File: src/rtl/instr_queue_reg_pkg.sv
// Shared definitions for the instruction queue and the control unit:
// default field widths, the opcode enumeration, and a count-width helper.
package instr_queue_reg_pkg;

    localparam int OPC_W_DEF = 4;
    localparam int OPR_W_DEF = 4;

    // Opcode values as decoded by the control unit
    typedef enum logic [OPC_W_DEF-1:0] {
        OP_NOP = 4'h0,
        OP_LDA = 4'h1,
        OP_ADD = 4'h2,
        OP_SUB = 4'h3,
        OP_STA = 4'h4,
        OP_JMP = 4'h5,
        OP_JZ  = 4'h6,
        OP_HLT = 4'hF
    } opcode_e;

    // Bits needed to hold an occupancy value in 0..depth
    function automatic int iqr_cnt_w(input int depth);
        return $clog2(depth + 1);
    endfunction

endpackage

File: src/rtl/iqr_ptr.sv
// Modulo-DEPTH queue pointer with increment enable and synchronous clear.
module iqr_ptr #(
    parameter int DEPTH = 2,
    parameter int PTR_W = $clog2(DEPTH)
) (
    input  logic             clk,
    input  logic             clb,
    input  logic             clr_i,
    input  logic             inc_i,
    output logic [PTR_W-1:0] ptr_o
);

    logic [PTR_W-1:0] ptr_d, ptr_q;

    // Next pointer: clear wins, otherwise wrap at DEPTH-1
    always_comb begin
        ptr_d = ptr_q;
        if (clr_i) begin
            ptr_d = '0;
        end else if (inc_i) begin
            ptr_d = (ptr_q == PTR_W'(DEPTH - 1)) ? '0 : ptr_q + PTR_W'(1);
        end
    end

    // Pointer register
    always_ff @(posedge clk or negedge clb) begin
        if (!clb) ptr_q <= '0;
        else      ptr_q <= ptr_d;
    end

    assign ptr_o = ptr_q;

endmodule

File: src/rtl/instr_queue_reg.sv
// In-order instruction queue between instruction memory and the control unit.
// Head entry is split into opcode/operand fields behind a valid/take handshake.
// Optional feature macro: IQR_SIGN_EXT_EN adds imm_sext_o (sign-extended operand).
module instr_queue_reg
    import instr_queue_reg_pkg::*;
#(
    parameter int OPC_W = OPC_W_DEF,
    parameter int OPR_W = OPR_W_DEF,
    parameter int DEPTH = 2,
    parameter int EXT_W = 8
) (
    input  logic                         clk,
    input  logic                         clb,
    input  logic                         load_i,
    input  logic [OPC_W+OPR_W-1:0]       instr_i,
    output logic                         ready_o,
    input  logic                         flush_i,
    input  logic                         take_i,
    output logic                         valid_o,
    output logic [OPC_W-1:0]             opcode_o,
    output logic [OPR_W-1:0]             operand_o,
    output logic [iqr_cnt_w(DEPTH)-1:0]  count_o,
    output logic                         drop_o
`ifdef IQR_SIGN_EXT_EN
    ,
    output logic [EXT_W-1:0]             imm_sext_o
`endif
);

    localparam int INSTR_W = OPC_W + OPR_W;
    localparam int PTR_W   = $clog2(DEPTH);
    localparam int CNT_W   = iqr_cnt_w(DEPTH);

    // Parameter legality, caught at elaboration
    if (DEPTH < 2 || (DEPTH & (DEPTH - 1)) != 0) begin : g_bad_depth
        $error("instr_queue_reg: DEPTH must be a power of two >= 2");
    end
    if (EXT_W < OPR_W) begin : g_bad_ext
        $error("instr_queue_reg: EXT_W must be >= OPR_W");
    end

    logic [DEPTH-1:0][INSTR_W-1:0] mem_d, mem_q;
    logic [CNT_W-1:0]              count_d, count_q;
    logic                          drop_d, drop_q;
    logic [PTR_W-1:0]              wptr, rptr;
    logic                          load_acc, take_acc;
    logic [INSTR_W-1:0]            head;

    // Handshake flags come from registered count only
    assign ready_o  = (count_q != CNT_W'(DEPTH));
    assign valid_o  = (count_q != '0);
    assign load_acc = load_i & ready_o & ~flush_i;
    assign take_acc = take_i & valid_o & ~flush_i;

    iqr_ptr #(.DEPTH(DEPTH)) u_wptr (
        .clk   (clk),
        .clb   (clb),
        .clr_i (flush_i),
        .inc_i (load_acc),
        .ptr_o (wptr)
    );

    iqr_ptr #(.DEPTH(DEPTH)) u_rptr (
        .clk   (clk),
        .clb   (clb),
        .clr_i (flush_i),
        .inc_i (take_acc),
        .ptr_o (rptr)
    );

    // Next storage, occupancy and sticky drop flag; flush overrides everything
    always_comb begin
        mem_d   = mem_q;
        count_d = count_q;
        drop_d  = drop_q;
        if (flush_i) begin
            count_d = '0;
            drop_d  = 1'b0;
        end else begin
            if (load_acc) mem_d[wptr] = instr_i;
            count_d = count_q + CNT_W'(load_acc) - CNT_W'(take_acc);
            if (load_i && !ready_o) drop_d = 1'b1;
        end
    end

    // Storage carries no reset; only entries behind valid count are visible
    always_ff @(posedge clk) begin
        mem_q <= mem_d;
    end

    // Control state
    always_ff @(posedge clk or negedge clb) begin
        if (!clb) begin
            count_q <= '0;
            drop_q  <= 1'b0;
        end else begin
            count_q <= count_d;
            drop_q  <= drop_d;
        end
    end

    // Head fields, forced to zero while empty
    assign head      = valid_o ? mem_q[rptr] : '0;
    assign opcode_o  = head[INSTR_W-1:OPR_W];
    assign operand_o = head[OPR_W-1:0];
    assign count_o   = count_q;
    assign drop_o    = drop_q;

`ifdef IQR_SIGN_EXT_EN
    // operand_o is already zero when empty, so the extension is too
    assign imm_sext_o = EXT_W'($signed(operand_o));
`endif

endmodule
File: config.mk
export PLATFORM = sky130hd
export DESIGN_NAME = instr_queue_reg
export DESIGN_NICKNAME = d
export VERILOG_FILES = /design/src/rtl/instr_queue_reg_pkg.sv /design/src/rtl/iqr_ptr.sv /design/src/rtl/instr_queue_reg.sv
export SDC_FILE = /design/constraint.sdc
export NUM_CORES = 1
export LEC_CHECK = 0
export ABC_CLOCK_PERIOD_IN_PS = 2000
export CAP_MARGIN = 20
export CORE_ASPECT_RATIO = 1.5
export CORE_MARGIN = 4
export CORE_UTILIZATION = 35
export DETAILED_ROUTE_END_ITERATION = 10
export DONT_BUFFER_PORTS = 1
export HOLD_SLACK_MARGIN = 0.05
export MAX_ROUTING_LAYER = met4
export PLACE_DENSITY = 0.45
export SETUP_SLACK_MARGIN = 0.3
export SLEW_MARGIN = 10
export SYNTH_ARGS = -nofsm -noshare
export SYNTH_HDL_FRONTEND = slang
export SYNTH_SLANG_ARGS = --single-unit
File: constraint.sdc
create_clock -name clk -period 2 [get_ports clk]
set_input_delay 0.4 -clock clk [delete_from_list [all_inputs] [get_ports clk]]
set_output_delay 0.4 -clock clk [all_outputs]
set_load 0.03 [all_outputs]
# After elaboration in Yosys (flattened, before gate mapping)
# Index checks and enable logic that the tools add are counted.
# classes
add_sub_neg	4
mul	0
div	0
n_lt_le_gt_ge	3
n_eq_ne	1
shift	0
muxes	15
bitwise	5
reduce_logical	8
# ops
operator	n
$mux W8	4
$bwmux W16	1
$demux W8 S1	1
$mux W1	8
$reduce_bool A2 Y1	4
$and A1 B1 Y1	4
$lt A1 B2 Y1 const B	2
$add A1 B1 Y1 const B	2
$add A2 B1 Y2	1
$logic_and A1 B1 Y1	2
$mux W2	1
$ne A2 B2 Y1 const B	1
$reduce_and A2 Y1	1
$sub A2 B1 Y2	1
$ge A1 B1 Y1 const B	1
$logic_not A1 Y1	1
$not A1 Y1	1
# totals
ff_bits	21
latchBits	0
ram_bits	0
mem_bits_ro	0
wordCells	42
mem_count	0

# Depth between registers and ports, before layout
# depth
depth_word	6
ltp_mapped	8
mapped_depth_nobuf	8

# Modules after synthesis
# A second synthesis with hierarchy kept.
# unflattened
cells_unflattened	60
area_unflattened_um2	880.8
# modules_own_cells
mod	instances	cells_each	area_per_inst_um2	seq_area_each_um2
instr_queue_reg	1	54	805.8	555.5
iqr_ptr	2	3	37.5	25.0

# Worst setup path before layout
# No wires, ideal clock.
# synth_path
kind	reg-to-reg
startpoint	register count_q[0] (netlist: count_o[0])
endpoint	register mem_q[10] in the netlist's numbering (enable)
setup_ns	0.385
arrival_time_ns	1.636
slack_ns	-0.021
path_stages_with_launch	4
path_buffers	0
cell_sequence	dfrtp_1 -> nand2b_2 -> nand2_2 -> nor3b_1
# synth_via
elab_chain_len	4
# synth_lines
element	line_no	text
start, declared	instr_queue_reg.sv:43	logic [CNT_W-1:0] count_d, count_q;
start signal, assigned	instr_queue_reg.sv:97	count_q <= count_d;
$ne A2 B2 Y1	instr_queue_reg.sv:50	assign ready_o = (count_q != CNT_W'(DEPTH));
net ready_o	instr_queue_reg.sv:16	output logic ready_o,
$and A1 B1 Y1 (2 in a row)	instr_queue_reg.sv:52	assign load_acc = load_i & ready_o & ~flush_i;
$reduce_and A2 Y1 (no source line)	-	
end signal, assigned	instr_queue_reg.sv:88	mem_q <= mem_d;
end, declared	instr_queue_reg.sv:42	logic [DEPTH-1:0][INSTR_W-1:0] mem_d, mem_q;
# The timed path passes the listed nets, and every way through them passes these cells.
# A chain may end at the register's enable or synchronous reset.

# Worst setup path after layout
# layout_path
startpoint	register count_q[1] (netlist: count_o[1])
endpoint	register count_q[1] (netlist: count_o[1])
# layout_via
elab_chain_len	6
word_cells_on_any_way	9
cone_classes	2 x add/sub; 1 x eq/ne; 1 x mux; 4 x bitwise; 1 x reduce/logical
# layout_lines
element	line_no	text
$ne A2 B2 Y1	instr_queue_reg.sv:50	
$and A1 B1 Y1 (2 in a row)	instr_queue_reg.sv:52	
$add A2 B1 Y2	instr_queue_reg.sv:81	count_d = count_q + CNT_W'(load_acc) - CNT_W'(take_acc);
$sub A2 B1 Y2 (*)	instr_queue_reg.sv:81	
$mux W2 (*)	instr_queue_reg.sv:76	if (flush_i) begin
net count_d[1]	instr_queue_reg.sv:43	
# The timed path passes the listed nets; every way through them passes the cells marked *.

==> impl_metrics.json <==
{
  "diodes": 0,
  "drv_slew": 0,
  "synthCells": 64,
  "avgSynthCellArea_um2": 13.9,
  "setup.worst_path.end_class": "flop",
  "netlist_area_um2": 888,
  "fin_setup_tns_ns": 0,
  "setup_violations": 0,
  "power.density_mw_per_mm2": 979,
  "hold-worst-slack_ns": 0.145,
  "clock_path_buffers": 2,
  "period_share": 0.897,
  "placed_cells": 96,
  "layout-drive-gt1-share": 0.442,
  "grt_start_max_net_pins": 13,
  "drt_iter0_drc": 9,
  "boundaryPins": 26,
  "ys_ff_latch": 21,
  "hpwlAfterDp_mm": 1.12,
  "fmax_ghz": 0.557,
  "vias_per_cell": 5.13,
  "grt_pass1_wl_mm": 2.77,
  "startpoint_type": "flop",
  "ys_seq_area_frac": 0.682,
  "grt_pass1_vias": 563,
  "synth_cell_types": 19,
  "tightest_slew_ns": 0.311,
  "leakagePower_uw": 0.000467,
  "min_from": "flush_i",
  "htreeDepth": 1,
  "hold_class": "in -> reg",
  "criticalPathCategory": "reg -> reg",
  "track_usage": 0.113,
  "rsz0062_at_grt": "true",
  "wl_per_cell_um": 15.5,
  "core_area_mm2": 0.00245,
  "fin_util": 0.483,
  "worstReg2RegStart": "count_o[1]",
  "clk_latency_ns": 0.29,
  "ant_nets": 0,
  "antenna_found_initial": 0,
  "critPathLaunch": "count_o[1]",
  "cts_tree": "yes",
  "instances_no_fill": 110,
  "syn2layout_area_growth_pct": 33.1,
  "skew_ns": 0.00344,
  "vias": 564,
  "maxCapViolCount": 0,
  "fin_crit_ns": 1.79,
  "clk_pin_slew_ns": 0.11,
  "num_rows": 22,
  "firstDrtPassIters": 2,
  "cp_max_fo": 8,
  "grt_overflow": 0,
  "cts_sinks": 21,
  "post-route-drc-count": 0,
  "die_x_um": 49.1,
  "status": "complete, no violations",
  "crit_arrival_ns": 2.01,
  "die_area_mm2": 0.00342,
  "routed_wl_mm": 1.71,
  "hold_viol": 0,
  "vdd_drop_max_mv": 0.476,
  "initial_utilization": 0.363,
  "syn_nets": 79,
  "numPortBuffers": 0,
  "gp_congestion": 0.696,
  "root_buffer": "clkbuf_4",
  "relSlewSlack": 0.793,
  "ys.warnings.count": 0,
  "crit_required_ns": 2.22,
  "numCtsBuffers": 3,
  "nets": 102,
  "die_h_um": 69.7
}
-- registers in the layout, indices dropped and copies added, names as in the netlist --
signal / cells
mem_q: 16
count_o: 2
drop_o: 1
u_rptr.ptr_o: 1
u_wptr.ptr_o: 1
-- power breakdown --
| part | switching, uW | leakage, uW | internal, uW |
|---|---|---|---|
| clock | 119 | 0.0000177 | 74.3 |
| combinational | 229 | 0.000241 | 184 |
| sequential | 41.0 | 0.000209 | 510 |
| total | 389 | 0.000467 | 769 |
-- logic make-up after synthesis --
family / after synthesis / share of synthesized area
adder cells (fa/ha/maj): 2 / 0.0282
XOR/XNOR: 2 / 0.0197
multiplexers: 9 / 0.107
buffers and inverters: 5 / 0.0268
flip-flops: 21 / 0.682
AND/OR/NAND/NOR: 23 / 0.124
AO/OA/AOI/OAI: 2 / 0.0127
-- final cells by class --
type	count	area [um^2]
Multi-Input combinational cell	39	320
Tap cell	24	30.0
Inverter	3	11.3
Sequential cell	21	612
Clock inverter	1	5.00
Timing Repair Buffer	19	181
Fill cell	234	1270
Clock buffer	3	22.5
-- synth_stat cells --
cell type  count  area [um^2]
nand2_2        1         6.26
ha_1           2         25.0
nand2b_2       1         8.76
a31oi_1        1         6.26
xor2_1         2         17.5
dfrtp_1        5          125
inv_1          3         11.3
mux2i_1        8         80.1
nor2_1        14         52.6
buf_4          1         7.51
buf_2          1         5.00
mux2_4         1         15.0
edfxtp_1      16          480
nor3b_1        1         7.51
nor3_1         2         10.0
o21ai_0        1         5.00
nor2_2         1         6.26
and2_1         1         6.26
nor2b_1        2         12.5
-- stage by stage --
stage | total power [uW] | area [um^2] | setup WS (ns)
final | 1160 | 1180 | 0.206
after global routing | 1230 | 1180 | 0.103
after CTS | 1140 | 1130 | 0.211
after detailed placement | 876 | 1000 | 0.210
after global placement | 873 | 1000 | 0.228
after floorplan | 786 | 907 | 0.308
-- routing by layer --
layer | part of all wire | vias up | GRT usage
met1 | 0.35 | 275 | 0.112
met5 | 0 | - | -
li1 | - | 268 | -
met2 | 0.57 | 19 | 0.191
met3 | 0.072 | 2 | 0.0387
met4 | 0.0082 | 0 | 0.0570
-- path summary, 6_finish.rpt --
| path | to | slack, ns | cells after the start |
|---|---|---|---|
| max reg2reg | count_o[1] | 0.21 | 8 |
| max in group asynchronous | count_o[1] | 1.38 | 1 |
| min reg2reg | u_rptr.ptr_o | 0.70 | 3 |
| max | count_o[1] | 0.21 | 8 |
| min in group asynchronous | u_wptr.ptr_o | 0.39 | 1 |
| min | count_o[0] | 0.14 | 1 |
-- placed cells by master (no fill, tap or decap), types with 2 or more instances in the layout --
master,count
nor3_2,2
inv_1,3
edfxtp_1,16
buf_4,14
dfrtp_2,2
dfrtp_1,2
buf_12,2
mux2i_1,8
clkbuf_4,3
nor2_2,2
nor2_1,13
-- repair_timing --
| item | in CTS | in global routing |
|---|---|---|
| endpoints found under the hold margin | 5 | 0 |
| hold buffers | 1 | 0 |
| resized for setup | 7 | 7 |
| endpoints found under the setup margin | 18 | 11 |
| cloned | 1 | 0 |
| pin swaps | 7 | 3 |
| setup buffers | 7 | 1 |
-- critical path, stage by stage, from the launching register on --
cell and delay [ns]:
dfrtp_4 0.60, o21ai_2 0.17, nor2_1 0.06, ha_1 0.26, inv_1 0.04, ha_2 0.17, xor2_2 0.14, and2_1 0.17
nor3_2 0.11
Note: power is estimated with default switching activity, not from simulation.
